<file path="config.mk">
export PLATFORM = sky130hd
export DESIGN_NAME = fifo_pixel_reader
export DESIGN_NICKNAME = d
export VERILOG_FILES = /design/src/rtl/fifo_pixel_reader_pkg.sv /design/src/rtl/vid_timing_cnt.sv /design/src/rtl/fifo_pixel_reader.sv
export SDC_FILE = /design/constraint.sdc
export NUM_CORES = 1
export LEC_CHECK = 0
export BUFFER_PORTS_ARGS = -buffer_cell sky130_fd_sc_hd__buf_2
export CORE_MARGIN = 2
export CORE_UTILIZATION = 55
export CTS_BUF_LIST = sky130_fd_sc_hd__clkbuf_4 sky130_fd_sc_hd__clkbuf_8 sky130_fd_sc_hd__clkbuf_16
export DETAILED_ROUTE_END_ITERATION = 16
export GPL_ROUTABILITY_DRIVEN = 0
export PLACE_DENSITY = 0.79
export SKIP_LAST_GASP = 1
export SLEW_MARGIN = 10
export SYNTH_ARGS = -nofsm -noshare
export SYNTH_HDL_FRONTEND = slang
export SYNTH_SLANG_ARGS = --single-unit
</file>
<file path="constraint.sdc">
create_clock -name r_clk -period 3.7 [get_ports r_clk]
set_input_delay 0.74 -clock r_clk [delete_from_list [all_inputs] [get_ports r_clk]]
set_output_delay 0.74 -clock r_clk [all_outputs]
set_load 0.05 [all_outputs]
</file>
<file path="src/rtl/fifo_pixel_reader_pkg.sv">
// Shared definitions for the FIFO pixel reader: state encoding, counter
// width helper and the default underrun fill colour.
package fifo_pixel_reader_pkg;

    typedef enum logic [1:0] {
        IDLE    = 2'd0,
        PREFILL = 2'd1,
        RUN     = 2'd2
    } state_e;

    // Pure blue, chosen so dropped pixels are obvious on a panel.
    localparam logic [23:0] FILL_DEFAULT = 24'h0000FF;

    // Bits needed to count 0..total-1; never less than one bit.
    function automatic int cnt_width(input int total);
        return (total > 2) ? $clog2(total) : 1;
    endfunction

endpackage

</file>
<file path="src/rtl/vid_timing_cnt.sv">
// Horizontal/vertical raster counters with run enable and synchronous clear.
// Flags the last clock of each line and of each frame.
module vid_timing_cnt
    import fifo_pixel_reader_pkg::*;
#(
    parameter int H_TOTAL = 520,
    parameter int V_TOTAL = 820,
    parameter int HW      = cnt_width(H_TOTAL),
    parameter int VW      = cnt_width(V_TOTAL)
) (
    input  logic          clk_i,
    input  logic          rst_i,
    input  logic          en_i,
    input  logic          clr_i,
    output logic [HW-1:0] h_cnt_o,
    output logic [VW-1:0] v_cnt_o,
    output logic          line_end_o,
    output logic          frame_end_o
);

    localparam logic [HW-1:0] H_LAST = HW'(H_TOTAL - 1);
    localparam logic [VW-1:0] V_LAST = VW'(V_TOTAL - 1);

    logic [HW-1:0] h_cnt_q, h_cnt_d;
    logic [VW-1:0] v_cnt_q, v_cnt_d;
    logic          line_end;
    logic          frame_end;

    assign line_end  = (h_cnt_q == H_LAST);
    assign frame_end = line_end && (v_cnt_q == V_LAST);

    // Next raster position: clear dominates, otherwise advance while enabled.
    always_comb begin
        h_cnt_d = h_cnt_q;
        v_cnt_d = v_cnt_q;
        if (clr_i) begin
            h_cnt_d = '0;
            v_cnt_d = '0;
        end else if (en_i) begin
            if (line_end) begin
                h_cnt_d = '0;
                v_cnt_d = (v_cnt_q == V_LAST) ? '0 : v_cnt_q + 1'b1;
            end else begin
                h_cnt_d = h_cnt_q + 1'b1;
            end
        end
    end

    // Counter state register.
    always_ff @(posedge clk_i or posedge rst_i) begin
        if (rst_i) begin
            h_cnt_q <= '0;
            v_cnt_q <= '0;
        end else begin
            h_cnt_q <= h_cnt_d;
            v_cnt_q <= v_cnt_d;
        end
    end

    assign h_cnt_o     = h_cnt_q;
    assign v_cnt_o     = v_cnt_q;
    assign line_end_o  = line_end;
    assign frame_end_o = frame_end;

endmodule

</file>
<file path="src/rtl/fifo_pixel_reader.sv">
// Read-side consumer of a first-word-fall-through FIFO. Drains pixels into a
// fixed-timing de/hs/vs/pixel stream; underruns substitute FILL rather than
// stalling, so raster timing never moves.
module fifo_pixel_reader
    import fifo_pixel_reader_pkg::*;
#(
    parameter int             DW      = 24,
    parameter int             H_ACT   = 480,
    parameter int             H_BLANK = 40,
    parameter int             HS_W    = 8,
    parameter int             V_ACT   = 800,
    parameter int             V_BLANK = 20,
    parameter logic [DW-1:0]  FILL    = DW'(FILL_DEFAULT)
) (
    input  logic          r_clk,
    input  logic          r_rst,
    input  logic          en,
    input  logic [DW-1:0] r_data,
    input  logic          r_empty,
    input  logic          r_aempty,
    output logic          r_re,
    output logic [DW-1:0] pix,
    output logic          de,
    output logic          hs,
    output logic          vs,
    output logic          underrun,
    output logic [15:0]   urun_cnt
);

    localparam int H_TOTAL = H_ACT + H_BLANK;
    localparam int V_TOTAL = V_ACT + V_BLANK;
    localparam int HW      = cnt_width(H_TOTAL);
    localparam int VW      = cnt_width(V_TOTAL);

    localparam logic [HW-1:0] H_ACT_C  = HW'(H_ACT);
    // One extra bit: the hs window may end exactly at H_TOTAL.
    localparam logic [HW:0]   HS_END_C = (HW + 1)'(H_ACT + HS_W);
    localparam logic [VW-1:0] V_ACT_C  = VW'(V_ACT);
    localparam logic [VW-1:0] V_LAST_C = VW'(V_TOTAL - 1);

    state_e        state_q, state_d;
    logic [HW-1:0] h_cnt;
    logic [VW-1:0] v_cnt;
    logic          line_end;
    logic          frame_end;
    logic          cnt_clr;

    logic          run;
    logic          act;
    logic          hs_win;
    logic          vs_win;
    logic          urun_now;
    logic          frame_start;
    logic          re_comb;

    logic          sof_q, sof_d;
    logic [DW-1:0] pix_q;
    logic          de_q, hs_q, vs_q;
    logic          underrun_q, underrun_d;
    logic [15:0]   urun_cnt_q, urun_cnt_d;

    // Counters only move in RUN and sit at zero otherwise, so every RUN entry
    // begins at the top-left of a frame.
    assign cnt_clr = (state_q != RUN);

    vid_timing_cnt #(
        .H_TOTAL (H_TOTAL),
        .V_TOTAL (V_TOTAL)
    ) u_cnt (
        .clk_i       (r_clk),
        .rst_i       (r_rst),
        .en_i        (run),
        .clr_i       (cnt_clr),
        .h_cnt_o     (h_cnt),
        .v_cnt_o     (v_cnt),
        .line_end_o  (line_end),
        .frame_end_o (frame_end)
    );

    // FSM state register.
    always_ff @(posedge r_clk or posedge r_rst) begin
        if (r_rst) begin
            state_q <= IDLE;
        end else begin
            state_q <= state_d;
        end
    end

    // FSM next state; en is only honoured at a frame boundary while running.
    always_comb begin
        state_d = state_q;
        unique case (state_q)
            IDLE: begin
                if (en) state_d = PREFILL;
            end
            PREFILL: begin
                if (!en)           state_d = IDLE;
                else if (!r_aempty) state_d = RUN;
            end
            RUN: begin
                if (line_end && (v_cnt == V_LAST_C)) begin
                    if (!en)           state_d = IDLE;
                    else if (r_aempty) state_d = PREFILL;
                end
            end
            default: state_d = IDLE;
        endcase
    end

    // FSM outputs: active window, FIFO strobe, sync windows, underrun event.
    always_comb begin
        run         = (state_q == RUN);
        act         = run && (h_cnt < H_ACT_C) && (v_cnt < V_ACT_C);
        re_comb     = act && !r_empty;
        urun_now    = act && r_empty;
        hs_win      = run && (h_cnt >= H_ACT_C) && ({1'b0, h_cnt} < HS_END_C);
        vs_win      = run && (v_cnt == V_ACT_C);
        frame_start = run && sof_q;
        sof_d       = !run || frame_end;
    end

    assign r_re = re_comb;

    // Underrun bookkeeping: frame start clears first, a same-cycle underrun
    // then counts on top of the cleared value.
    always_comb begin
        underrun_d = underrun_q;
        urun_cnt_d = urun_cnt_q;
        if (frame_start) begin
            underrun_d = 1'b0;
            urun_cnt_d = '0;
        end
        if (urun_now) begin
            underrun_d = 1'b1;
            if (urun_cnt_d != 16'hFFFF) urun_cnt_d = urun_cnt_d + 16'd1;
        end
    end

    // Registered video outputs and underrun status.
    always_ff @(posedge r_clk or posedge r_rst) begin
        if (r_rst) begin
            sof_q      <= 1'b1;
            pix_q      <= '0;
            de_q       <= 1'b0;
            hs_q       <= 1'b0;
            vs_q       <= 1'b0;
            underrun_q <= 1'b0;
            urun_cnt_q <= '0;
        end else begin
            sof_q      <= sof_d;
            pix_q      <= act ? (r_empty ? FILL : r_data) : '0;
            de_q       <= act;
            hs_q       <= hs_win;
            vs_q       <= vs_win;
            underrun_q <= underrun_d;
            urun_cnt_q <= urun_cnt_d;
        end
    end

    assign pix      = pix_q;
    assign de       = de_q;
    assign hs       = hs_q;
    assign vs       = vs_q;
    assign underrun = underrun_q;
    assign urun_cnt = urun_cnt_q;

endmodule

</file>
Yosys cells after proc, flatten, opt, wreduce, memory -nomap -nowiden:

Index checks and enable logic that the tools add are counted.

* add/subtract/negate cells: 3
* multipliers: 0
* div/mod/pow operators: 0
* $lt $le $gt $ge: 4
* equality and inequality tests: 11
* shifts and indexed selects: 0
* muxes and demuxes: 21
* bitwise operators: 0
* reduce and logical (&&, ||, !) cells: 18

Operator list (number)
* $mux 10: 7
* $mux 16: 3
* $mux 24: 2
* $eq 10x10->1 const B: 3
* $add 10x1->10 const B: 2
* $lt 10x9->1 const B: 2
* $add 16x1->16 const B: 1
* $ne 16x16->1 const B: 1
* $mux 2: 6
* $ge 10x9->1 const B: 1
* $lt 10x10->1 const B: 1
* $logic_and 1x1->1: 9
* $ne 2x2->1 const B: 3
* $ne 3x3->1 const B: 2
* $pmux 2 s3: 1
* $reduce_bool 2->1: 3
* $reduce_and 4->1: 1
* $eq 2x1->1 const B: 1
* $eq 2x2->1 const B: 1
* $logic_not 1->1: 2
* $logic_not 2->1: 1
* $mux 1: 2
* $reduce_and 2->1: 1
* $logic_or 1x1->1: 1

* register bits: 67
* bits in latches: 0
* bits in writable memories: 0
* ROM bits: 0
* input bits: 29
* output and inout bits: 45
* logic and storage cells: 67
* memories: 0

Longest topological paths before layout:

* word-level depth: 6
* mapped depth: 9
* gate-level depth less buffers: 8

Hierarchy:

From an unflattened synthesis, not the netlist that was laid out.

* cell total of the unflattened synthesis: 310
* area, all modules: 3146.8 µm²

By module, submodules not included
* fifo_pixel_reader: times used 1, cells an instance 184, area each 1981.9 µm², seq. area each 1177.4 µm²
* vid_timing_cnt: times used 1, cells an instance 126, area each 1164.9 µm², seq. area each 500.5 µm²

Least setup slack after synthesis:

Ideal clock, no wire load.

* kind: in2out
* start point: input r_empty
* end point: output r_re
* arrival: 1.722 ns
* data required time: 2.960 ns
* path slack: 1.238 ns
* stages on the path: 3
* path buffers: 2
* path through: buf_2 -> nor2_1 -> clkbuf_1

* cells in the longest elaborated chain, start to end: 2

RTL lines
* from (decl): line fifo_pixel_reader.sv:19 `input logic r_empty,`
* $logic_not 1->1: line fifo_pixel_reader.sv:114 `re_comb = act && !r_empty;`
* $logic_and 1x1->1: line fifo_pixel_reader.sv:114
* to (decl): line fifo_pixel_reader.sv:21 `output logic r_re,`

No other way between the ends.

Worst setup path after layout:

* start point: register u_cnt.v_cnt_q[6], in the netlist u_cnt.v_cnt_o[6]
* end point: output r_re

* cells in the longest elaborated chain, start to end: 3

RTL lines
* from (decl): line vid_timing_cnt.sv:25 `logic [VW-1:0] v_cnt_q, v_cnt_d;`
* from (signal assigned): line vid_timing_cnt.sv:56 `v_cnt_q <= v_cnt_d;`
* $lt 10x10->1: line fifo_pixel_reader.sv:113 `act = run && (h_cnt < H_ACT_C) && (v_cnt < V_ACT_C);`
* $logic_and 1x1->1: line fifo_pixel_reader.sv:113
* $logic_and 1x1->1: line fifo_pixel_reader.sv:114

No other way between the ends.

==> results.md <==
- Result of the run: finished clean
- Class of the tightest hold or removal check: input port to asynchronous set/reset pin
- Kind of cell with the highest combined delay on the critical path: simple AND/OR/NAND/NOR gates
- Highest achievable clock rate: 329 MHz
- Endpoints failing hold: 0
- Non-filler instance count after layout: 448
- Worst Setup Start Kind: register
- Shortest period the worst path allows: 3.04 ns
- Final Net Count: 405
- Die Area: 6280 um2
- Internal Pwr Total: 0.00125 W
- Number of nets in the synthesized netlist: 327
- Setup repair after global routing missed its margin: no
- Signed area change from the synthesized netlist to the final layout: 20.0%
- Register area share after synthesis: 0.539
- Number of synthesized flops with an enable pin: 0
- CP Data Required Time: 2.96 ns
- Chip Width: 79.2 um
- Worst Path Max Fanout: 17
- Clock transition time at the flip-flop clock pins of the worst setup and hold paths: 0.07 ns
- Fraction of power consumed by sequential logic: 0.443
- Synthesized instance count: 293
- Slowest-stage cell, CP: sky130_fd_sc_hd__dfrtp_1
- Die H: 79.2 um
- Post-synthesis register bit count: 67
- Maximum vdd drop: 323 uV
- Number of buffer and inverter stages on the critical path: 2
- Clock skew: 0.00773 ns
- Number of iterations in the first detailed-routing pass: 4
- Reg2Reg Launch Point: state_q[0]$_DFFE_PP0P_
- Starting Density: 0.569
- Wire length reported by the detailed router: 6460 um
- Number of max-cap violations: 0
- Share of flip-flops with an asynchronous set or reset: 1.00
- Synthesis warning total: 0
- Remaining antenna violation count: 0
- Resized cells post-CTS: 0
- # setup viols final: 0
- Clock tree sinks: 67
- Critical path start-end classification: register to output port
- Data arrival time of the worst path: 2.30 ns
- CTS Root Cell: sky130_fd_sc_hd__clkbuf_8
- Final-report max-slew violation count: 0
- Floorplan row count: 27
- CTS Hold Buffers Added: 0
- Antenna diode instance count: 0
- Wire length of the first global-routing pass: 11100 um
- Most used flip-flop cell after synthesis: sky130_fd_sc_hd__dfrtp_1
- Number of vias per cell after detailed routing: 5.50
- Area of the core region: 5470 um2
- Crit path from: u_cnt.v_cnt_o[6]$_DFFE_PP0P_
- Sum Neg Setup Slack: 0 ns
- CTS tree: built
- Post-Synthesis Cell Area: 3110 um2
- Cell chain of the critical path: o311ai_2 > nand3_1 > nor2_1 > buf_4 > buf_2
- Share of layout cells above drive strength 1: 0.295
- CP Capture Type: output port
- # H-tree levels: 3
- Rel. slew slack: 0.562
- Synthesized area divided by synthesized cell count: 10.6 um2
- Post-placement cell count: 432
- Maximum buffer depth of the clock tree: 2
- Number of design rule violations left after detail routing: 0
- Distinct cell type count of the synthesized netlist: 54
- Detailed Place HPWL: 4630 um
- Count of input and output buffers: 73
- Portion of total power attributed to the clock network: 0.314
- Total Routing Usage GR: 0.226
- Worst-Margin Slew: 0.652 ns
- Commonest cells after routing, fill and taps aside: 73 x sky130_fd_sc_hd__buf_2, 66 x sky130_fd_sc_hd__dfrtp_1, 42 x sky130_fd_sc_hd__nor2_1
- Iteration-0 DRC count of the detailed router: 90
- Avg WL per Cell: 14.4 um
- Most frequent standard cell in the layout excluding fill and tap cells: sky130_fd_sc_hd__buf_2
- Buffer count from post-CTS setup fixing: 0
- Via count of the first global-routing pass: 2441
- Power dissipated by switching net loads: 0.000687 W
- Leakage component of the power: 1.78 nW
- Switching Fraction: 0.354
- Clock latency reported for the late side of the worst-skew pair: 0.34 ns
- Maximum single-stage delay on the critical path: 0.44 ns
- Number of antenna violations at the first check in global routing: 0
- I/O pin cnt: 74
- Pin count of the biggest net entering global routing: 44
- Total congestion overflow after global routing: 0
- TritonCTS Buffers: 9
- Routed via count: 2463
- Worst Hold Margin: 0.420 ns
- Total power density per cell area: 519 nW/um2
- Share of the clock period used by the worst path: 0.822
- Part of the power in combinational logic: 0.243
==> worst register-to-register path, delay by kind of cell, from the launching register on <==
kind / cells / cell delay, ns
AOI/OAI and AO/OA: 2 / 0.51
adders and majority gates: 1 / 0.20
buffers and inverters: 1 / 0.19
DFF: 1 / 0.42
and+or+nand+nor: 5 / 1.05
==> worst paths after layout <==
path / endpoint / cells past startpoint / slack [ns]
max: r_re / 5 / 0.66
min: pix[21]$_DFF_PP0_ / 2 / 0.42
max reg2reg: urun_cnt[8]$_DFF_PP0_ / 9 / 1.21
min reg2reg: underrun$_DFFE_PP0P_ / 2 / 0.49
max in group asynchronous: sof_q$_DFF_PP1_ / 3 / 2.34
min in group r_clk: underrun$_DFFE_PP0P_ / 2 / 0.49
==> power by group through the flow <==
stage	Combinational (W)	Clock, W	Sequential, W
6_report	0.000472	0.000608	0.000859
5_1_grt	0.000509	0.000651	0.000868
4_1_cts	0.000476	0.000623	0.000856
3_5_place_dp	0.000474	0	0.000871
3_3_place_gp	0.000469	0	0.000868
2_1_floorplan	0.000150	0	0.00107
==> state kept, by name (all words and copies together), names as in the netlist <==
signal	cells
pix	24
urun_cnt	16
u_cnt.h_cnt_o	10
u_cnt.v_cnt_o	10
state_q	2
de	1
hs	1
sof_q	1
underrun	1
vs	1
==> cell usage after synthesis, types with 3 or more instances <==
master	count	area share
sky130_fd_sc_hd__inv_1	9	0.011
sky130_fd_sc_hd__a211oi_1	3	0.0072
sky130_fd_sc_hd__nor2b_1	4	0.0080
sky130_fd_sc_hd__dfrtp_1	66	0.53
sky130_fd_sc_hd__or3_1	4	0.0080
sky130_fd_sc_hd__ha_1	5	0.020
sky130_fd_sc_hd__xnor2_1	4	0.011
sky130_fd_sc_hd__a21oi_1	8	0.013
sky130_fd_sc_hd__clkbuf_1	3	0.0036
sky130_fd_sc_hd__or2_2	4	0.0080
sky130_fd_sc_hd__xor2_1	16	0.045
sky130_fd_sc_hd__nand2_1	21	0.025
sky130_fd_sc_hd__buf_2	3	0.0048
sky130_fd_sc_hd__nand4_1	10	0.020
sky130_fd_sc_hd__and3_1	5	0.010
sky130_fd_sc_hd__nor2_1	42	0.051
sky130_fd_sc_hd__nand3_1	20	0.032
sky130_fd_sc_hd__and2_1	17	0.034
sky130_fd_sc_hd__o21ai_0	4	0.0064
==> cell type report <==
class	count	area, um2
tap	72	90.1
multi-input combinational	208	1340
inverter	9	33.8
clock inverter	6	63.8
timing repair buffer	76	388
fill	441	1740
clock buffer	10	138
sequential	67	1680
==> kinds of logic after synthesis <==
| group | synth area share |
|---|---|
| simple gates | 0.261 |
| flops | 0.539 |
| compound gates | 0.0808 |
| xor+xnor | 0.0563 |
| buf+inv | 0.0289 |
| fa+ha+maj | 0.0233 |
| mux | 0.0101 |
==> per-stage QoR <==
stage                      util  power, W  instance area (um2)  worst slack [ns]
after global placement    0.646   0.00134                 3530              1.03
after global routing      0.682   0.00203                 3730             0.438
after CTS                 0.682   0.00195                 3730             0.631
final                     0.682   0.00194                 3730             0.660
after floorplan               -   0.00122                 3110              1.24
after detailed placement  0.646   0.00134                 3530              1.02
==> metal layers <==
metal / routed length (um) / global-route usage / vias to the layer above
met1: 2800 / 0.285 / 1215
met3: 356 / 0.0625 / 8
met4: 78 / 0.0638 / 0
met5: 0 / 0 / -
li1: - / - / 1169
met2: 3220 / 0.384 / 71
No activity file was read; power rests on OpenSTA's default activity.
